`config.mk`:
```
export PLATFORM = sky130hd
export DESIGN_NAME = chan_drain_ctrl
export DESIGN_NICKNAME = d
export VERILOG_FILES = /design/src/rtl/wfd_chan_pkg.sv /design/src/rtl/skid_fifo2.sv /design/src/rtl/chan_drain_ctrl.sv
export SDC_FILE = /design/constraint.sdc
export NUM_CORES = 1
export LEC_CHECK = 0
export ABC_AREA = 1
export CORE_ASPECT_RATIO = 0.75
export CORE_MARGIN = 2
export CORE_UTILIZATION = 58
export CTS_CLUSTER_SIZE = 25
export DETAILED_ROUTE_END_ITERATION = 10
export PLACE_DENSITY_LB_ADDON = 0.15
export SLEW_MARGIN = 25
export SYNTH_ARGS = -nofsm -noshare
export SYNTH_HDL_FRONTEND = slang
export SYNTH_HIERARCHICAL = 1
export SYNTH_SLANG_ARGS = --single-unit
```
`constraint.sdc`:
```
create_clock -name clk -period 4 [get_ports clk]
set_input_delay 0.8 -clock clk [delete_from_list [all_inputs] [get_ports clk]]
set_output_delay 0.8 -clock clk [all_outputs]
set_load 0.01 [all_outputs]
```
`src/rtl/wfd_chan_pkg.sv`:
```
// Shared constants, FSM state type and header decoding for the per-channel
// waveform buffer readout path.
package wfd_chan_pkg;

   localparam int unsigned AW           = 11;
   localparam int unsigned DW           = 16;
   localparam int unsigned HDR_FLAG_BIT = 15;
   localparam int unsigned LEN_MSB      = 10;

   typedef enum logic [2:0] {
      IDLE,
      RDH,
      CHK,
      WAIT,
      STREAM
   } state_t;

   // Block length from a header word; a zero length field still covers the header itself.
   function automatic logic [AW-1:0] hdr_len(input logic [DW-1:0] w);
      logic [AW-1:0] n;
      n = w[LEN_MSB:0];
      if (n == '0) begin
         n[0] = 1'b1;
      end
      return n;
   endfunction

endpackage

```
`src/rtl/skid_fifo2.sv`:
```
// Two-entry register FIFO, first-word-fall-through: head_o is the oldest entry
// whenever count_o is non-zero. Used as the read prefetch buffer while streaming.
module skid_fifo2 #(
   parameter int unsigned W = 17
) (
   input  logic         clk,
   input  logic         rst_n,
   input  logic         clr_i,
   input  logic         push_i,
   input  logic         pop_i,
   input  logic [W-1:0] din_i,
   output logic [W-1:0] head_o,
   output logic [1:0]   count_o
);

   logic [W-1:0] e0_q, e0_d;
   logic [W-1:0] e1_q, e1_d;
   logic [1:0]   cnt_q, cnt_d;
   logic         pop_ok;
   logic         push_ok;

   always_comb begin
      e0_d    = e0_q;
      e1_d    = e1_q;
      cnt_d   = cnt_q;
      pop_ok  = pop_i && (cnt_q != 2'd0);
      push_ok = push_i && ((cnt_q != 2'd2) || pop_ok);
      if (pop_ok) begin
         e0_d  = e1_q;
         cnt_d = cnt_q - 2'd1;
      end
      // Write lands in the first free slot after any same-cycle pop has shifted.
      if (push_ok) begin
         if (cnt_d == 2'd0) begin
            e0_d = din_i;
         end else begin
            e1_d = din_i;
         end
         cnt_d = cnt_d + 2'd1;
      end
      if (clr_i) begin
         cnt_d = '0;
      end
   end

   always_ff @(posedge clk or negedge rst_n) begin
      if (!rst_n) begin
         e0_q  <= '0;
         e1_q  <= '0;
         cnt_q <= '0;
      end else begin
         e0_q  <= e0_d;
         e1_q  <= e1_d;
         cnt_q <= cnt_d;
      end
   end

   assign head_o  = e0_q;
   assign count_o = cnt_q;

   no_overflow: assert property (@(posedge clk) disable iff (!rst_n)
      !(push_i && !clr_i && (cnt_q == 2'd2) && !pop_i));

endmodule

```
`src/rtl/chan_drain_ctrl.sv`:
```
// Per-channel readout: parses block headers in the circular sample buffer, waits
// for a complete block, then streams it gap-free over the arbiter req/ack port.
module chan_drain_ctrl #(
   parameter int unsigned AW = wfd_chan_pkg::AW,
   parameter int unsigned DW = wfd_chan_pkg::DW
) (
   input  logic          clk,
   input  logic          rst_n,
   input  logic [AW-1:0] waddr,
   output logic [AW-1:0] raddr,
   input  logic [DW-1:0] rdata,
   input  logic          flush,
   output logic [DW-1:0] dout,
   output logic          last,
   output logic          req,
   input  logic          ack,
   output logic [AW-1:0] rptr,
   output logic          err,
   output logic          busy
);

   import wfd_chan_pkg::*;

   localparam logic [AW-1:0] ONE = {{(AW-1){1'b0}}, 1'b1};

   state_t        state_q;
   logic [AW-1:0] rptr_q;
   logic [AW-1:0] raddr_q;
   logic [AW-1:0] rem_q;
   logic [AW-1:0] len_q;
   logic [AW-1:0] iss_q;
   logic          err_q;
   logic          busy_q;
   logic          infl_q;
   logic          infl_last_q;

   logic [AW-1:0] avail_d;
   logic [DW:0]   skid_head;
   logic [1:0]    skid_cnt;
   logic [1:0]    occ_d;
   logic          req_d;
   logic          pop_d;
   logic          issue_d;
   logic          issue_last_d;

   assign avail_d      = waddr - rptr_q;
   assign req_d        = (skid_cnt != 2'd0);
   assign pop_d        = req_d && ack && !flush;
   // Occupancy net of this cycle's pop keeps one read issued per cycle under
   // continuous ack while never exceeding the two skid slots.
   assign occ_d        = skid_cnt + {1'b0, infl_q} - {1'b0, pop_d};
   assign issue_d      = (state_q == STREAM) && !flush && (iss_q < len_q) && (occ_d < 2'd2);
   assign issue_last_d = (iss_q == (len_q - ONE));

   skid_fifo2 #(
      .W(DW + 1)
   ) u_skid (
      .clk    (clk),
      .rst_n  (rst_n),
      .clr_i  (flush),
      .push_i (infl_q),
      .pop_i  (pop_d),
      .din_i  ({infl_last_q, rdata}),
      .head_o (skid_head),
      .count_o(skid_cnt)
   );

   always_ff @(posedge clk or negedge rst_n) begin
      if (!rst_n) begin
         state_q     <= IDLE;
         rptr_q      <= '0;
         raddr_q     <= '0;
         rem_q       <= '0;
         len_q       <= '0;
         iss_q       <= '0;
         err_q       <= 1'b0;
         busy_q      <= 1'b0;
         infl_q      <= 1'b0;
         infl_last_q <= 1'b0;
      end else begin
         infl_q      <= issue_d;
         infl_last_q <= issue_d && issue_last_d;
         if (flush) begin
            state_q <= IDLE;
            rptr_q  <= waddr;
            rem_q   <= '0;
            busy_q  <= 1'b0;
         end else begin
            unique case (state_q)
               IDLE: begin
                  if (avail_d != '0) begin
                     state_q <= RDH;
                     raddr_q <= rptr_q;
                     busy_q  <= 1'b1;
                  end
               end
               RDH: begin
                  state_q <= CHK;
               end
               CHK: begin
                  if (!rdata[HDR_FLAG_BIT]) begin
                     err_q   <= 1'b1;
                     rptr_q  <= rptr_q + ONE;
                     state_q <= IDLE;
                     busy_q  <= 1'b0;
                  end else begin
                     rem_q   <= hdr_len(rdata);
                     len_q   <= hdr_len(rdata);
                     state_q <= WAIT;
                  end
               end
               WAIT: begin
                  if (avail_d >= len_q) begin
                     state_q <= STREAM;
                     raddr_q <= rptr_q;
                     iss_q   <= '0;
                  end
               end
               STREAM: begin
                  if (issue_d) begin
                     raddr_q <= raddr_q + ONE;
                     iss_q   <= iss_q + ONE;
                  end
                  if (pop_d) begin
                     rptr_q <= rptr_q + ONE;
                     rem_q  <= rem_q - ONE;
                     if (rem_q == ONE) begin
                        state_q <= IDLE;
                        busy_q  <= 1'b0;
                     end
                  end
               end
               default: begin
                  state_q <= IDLE;
                  busy_q  <= 1'b0;
               end
            endcase
         end
      end
   end

   assign raddr = raddr_q;
   assign rptr  = rptr_q;
   assign err   = err_q;
   assign busy  = busy_q;
   assign req   = req_d;
   assign dout  = skid_head[DW-1:0];
   assign last  = skid_head[DW] && req_d;

endmodule

```
==> run metrics <==
Routed WL per cell 14.5 um; Clock Tree Root clkbuf_16; First-pass DRT Iterations 4; Setup crit start kind input port; vias in the first global route 5,870; Sink Count 98; detail-routed via count per cell 5.35; vias 6,479; Final period util 94.0%; first-pass GRT wire length between 20,000 and 30,000 um; Hold Vio Cnt, Final 0; Worst-Skew Late Latency around 350 ps; Max-slew headroom between 40% and 50%; post-synthesis cell count 974; DRC violations left 0; peak supply drop 0.000339 V; CP Max Fanout 8; switching power total 2.45 mW; floorplan die height 98.5 um; Arr. time, crit path 4000 ps; clock skew 8.16 ps; Yosys reg bits 98; RD Place Congestion 0.935; Critical Path RT 4240 ps; Iter 0 DRT Violations 550; most frequent cells in the layout nand2_1, inv_1, dfrtp_1, nand3_1, clkdlybuf4s50_1; type of the most critical hold path flip-flop to flip-flop; crit path kind input port to flip-flop; DP Area 7740 sq um; Initial Util 59.5%; Post-Synthesis Cell Area 6910 sq um; Sequential Power Share 30.2%; Power Dens Cells ~680 nW/um^2; CORE AREA 11,600 sq um; Finished Layout Cells around 1,200; GRT overflow 0; Net Sw Frac 44.3%; # rows 34; worst-margin pin slew around 770 ps; min Tclk post-route 3760 ps; Crit. End Element flip-flop; die width 130 um; Leakage between 4 and 5 nW; Final Cell Area 8070 sq um; # IOs 73; largest net degree at the start of global routing 62; Comb power frac 53.9%; final worst slack 238 ps; Power Total 5.53 mW; commonest non-fill, non-tap cell in the layout nand2_1; Max-Cap Viols 0; Cells after DPL 1,193; Final setup viols 0; Port Buffers between 70 and 80; Synth area leader dfrtp_1; remaining antenna violation count after routing 0; Syn-to-layout area delta 16.9%; Clock power frac 16.0%; Int Pwr ~3.1 mW; Detailed Route WL 17,600 um; f_max 266 MHz; r2r setup slk 700 ps; sequential share of the synthesized area 35.5%; CTS max path bufs 2; layout cells sized above 1 6.01%; Die ar. approximately 13,000 sq um; dpl hpwl 13,100 um; initial antenna violation count 0; Worst-path clk slew ~70 ps; Unique masters post-synth 43; global-route usage over all layers ~29%; syn_nets 1,048; Total Nets Final 1,117; TritonCTS clock tree built; Slew Limit Fails 0; Synth Warn # 6; pre-CTS setup slack -76.9 ps; CTS H-tree lvls 3; total CTS buffers 9; number of antenna diodes 0; Post-Syn Area per Cell 7.09 sq um; Synth top area share 35.5%; leading post-synthesis cells by cell area dfrtp_1, nand2_1, ha_1; status complete, no violations
## state kept, by name, indices dropped and copies added, names as in the netlist
signal,flops
iss_q,11
u_skid/head_o,17
err,1
infl_q,1
rem_q,11
rptr,11
raddr,11
state_q,3
busy,1
len_q,11
u_skid/count_o,2
u_skid/e1_q,17
infl_last_q,1
## worst max-delay path: stages
cell	delay [ps]
clkdlybuf4s50_1	480
inv_1	50
ha_2	200
fa_2	400
inv_2	70
nand2_1	70
nand2_2	90
nand3_1	90
nand2_1	70
nand2_1	50
nand2_1	80
inv_1	50
ha_1	290
nand2_1	70
nor2_1	140
nor2_1	60
nand2_1	60
nand2_1	40
nand2_1	50
nand2_1	100
nor2_4	160
nand2_4	80
nor2_4	120
clkinvlp_4	190
nand2_1	100
nand2_1	50
## cells by family (layout without fill, tap and decap cells)
| group | Yosys count | count (layout) | synth area share, % |
|---|---|---|---|
| fa+ha+maj | 43 | 43 | 7.90 |
| xor+xnor | 38 | 38 | 4.82 |
| compound gates | 111 | 111 | 9.20 |
| simple gates | 538 | 538 | 33.6 |
| buf+inv | 146 | 220 | 9.02 |
| flops | 98 | 98 | 35.5 |
## Yosys cell counts, drive strengths merged
master and number:
a211oi 1, a21o 2, a21oi 27, a22o 2, a22oi 2, a31oi 4, a32oi 3, and2 1
buf 17, clkbuf 9, dfrtp 98, fa 1, ha 42, inv 120, nand2 344, nand2b 1
nand3 79, nand3b 3, nand4 11, nor2 78, nor3 15, nor3b 1, nor4 1, o211ai 4
o21a 3, o21ai 54, o22ai 7, o31ai 1, o32ai 1, or2 4, xnor2 14, xor2 24
## repair_timing
action	4_1_cts	5_1_grt
gates resized for setup	0	9
hold buffers	0	0
setup endpoints to repair	0	21
setup buffers	0	1
## layout make-up
cell class	count	area [sq um]
Timing Repair Buffer	84	816
Inverter	120	454
Tap cell	162	203
Fill cell	1028	3540
Sequential cell	98	2450
Multi-Input combinational cell	730	3850
Clock buffer	9	225
Clock inverter	7	73.8
## power by group through the flow
stage	combinational (mW)	sequential, mW	clock, mW
final	2.98	1.67	0.883
after global routing	3.37	1.71	0.939
after CTS	2.92	1.66	0.900
after detailed placement	2.90	1.67	0
after global placement	2.83	1.67	0
after floorplan	1.89	1.68	0
## routing by layer
layer	GRT usage (%)	routed length, um
met1	45.6	8880
met2	40.8	7270
met3	5.65	1220
met4	5.79	203
met5	0	0
## per-stage QoR
stage / setup TNS [ps] / utilization [%] / hold WS [ps]
5_1_grt: -9.73 / 69.5 / 502
3_3_place_gp: 0 / 66.6 / 455
3_5_place_dp: -1270 / 66.6 / 456
2_1_floorplan: 0 / - / 443
6_report: 0 / 69.5 / 473
4_1_cts: 0 / 69.2 / 473
## path summary, 6_finish.rpt
kind,from,to,cells past startpoint
worst min register to register,infl_last_q,u_skid/e1_q[16],2
max in group asynchronous,rst_n,rptr[5],2
worst max-delay path,waddr[0],iss_q[6],26
worst min-delay path,infl_last_q,u_skid/e1_q[16],2
min in group asynchronous,rst_n,rem_q[1],1
worst max register to register,rptr[0],iss_q[6],24
(Power assumes the default switching activity.)
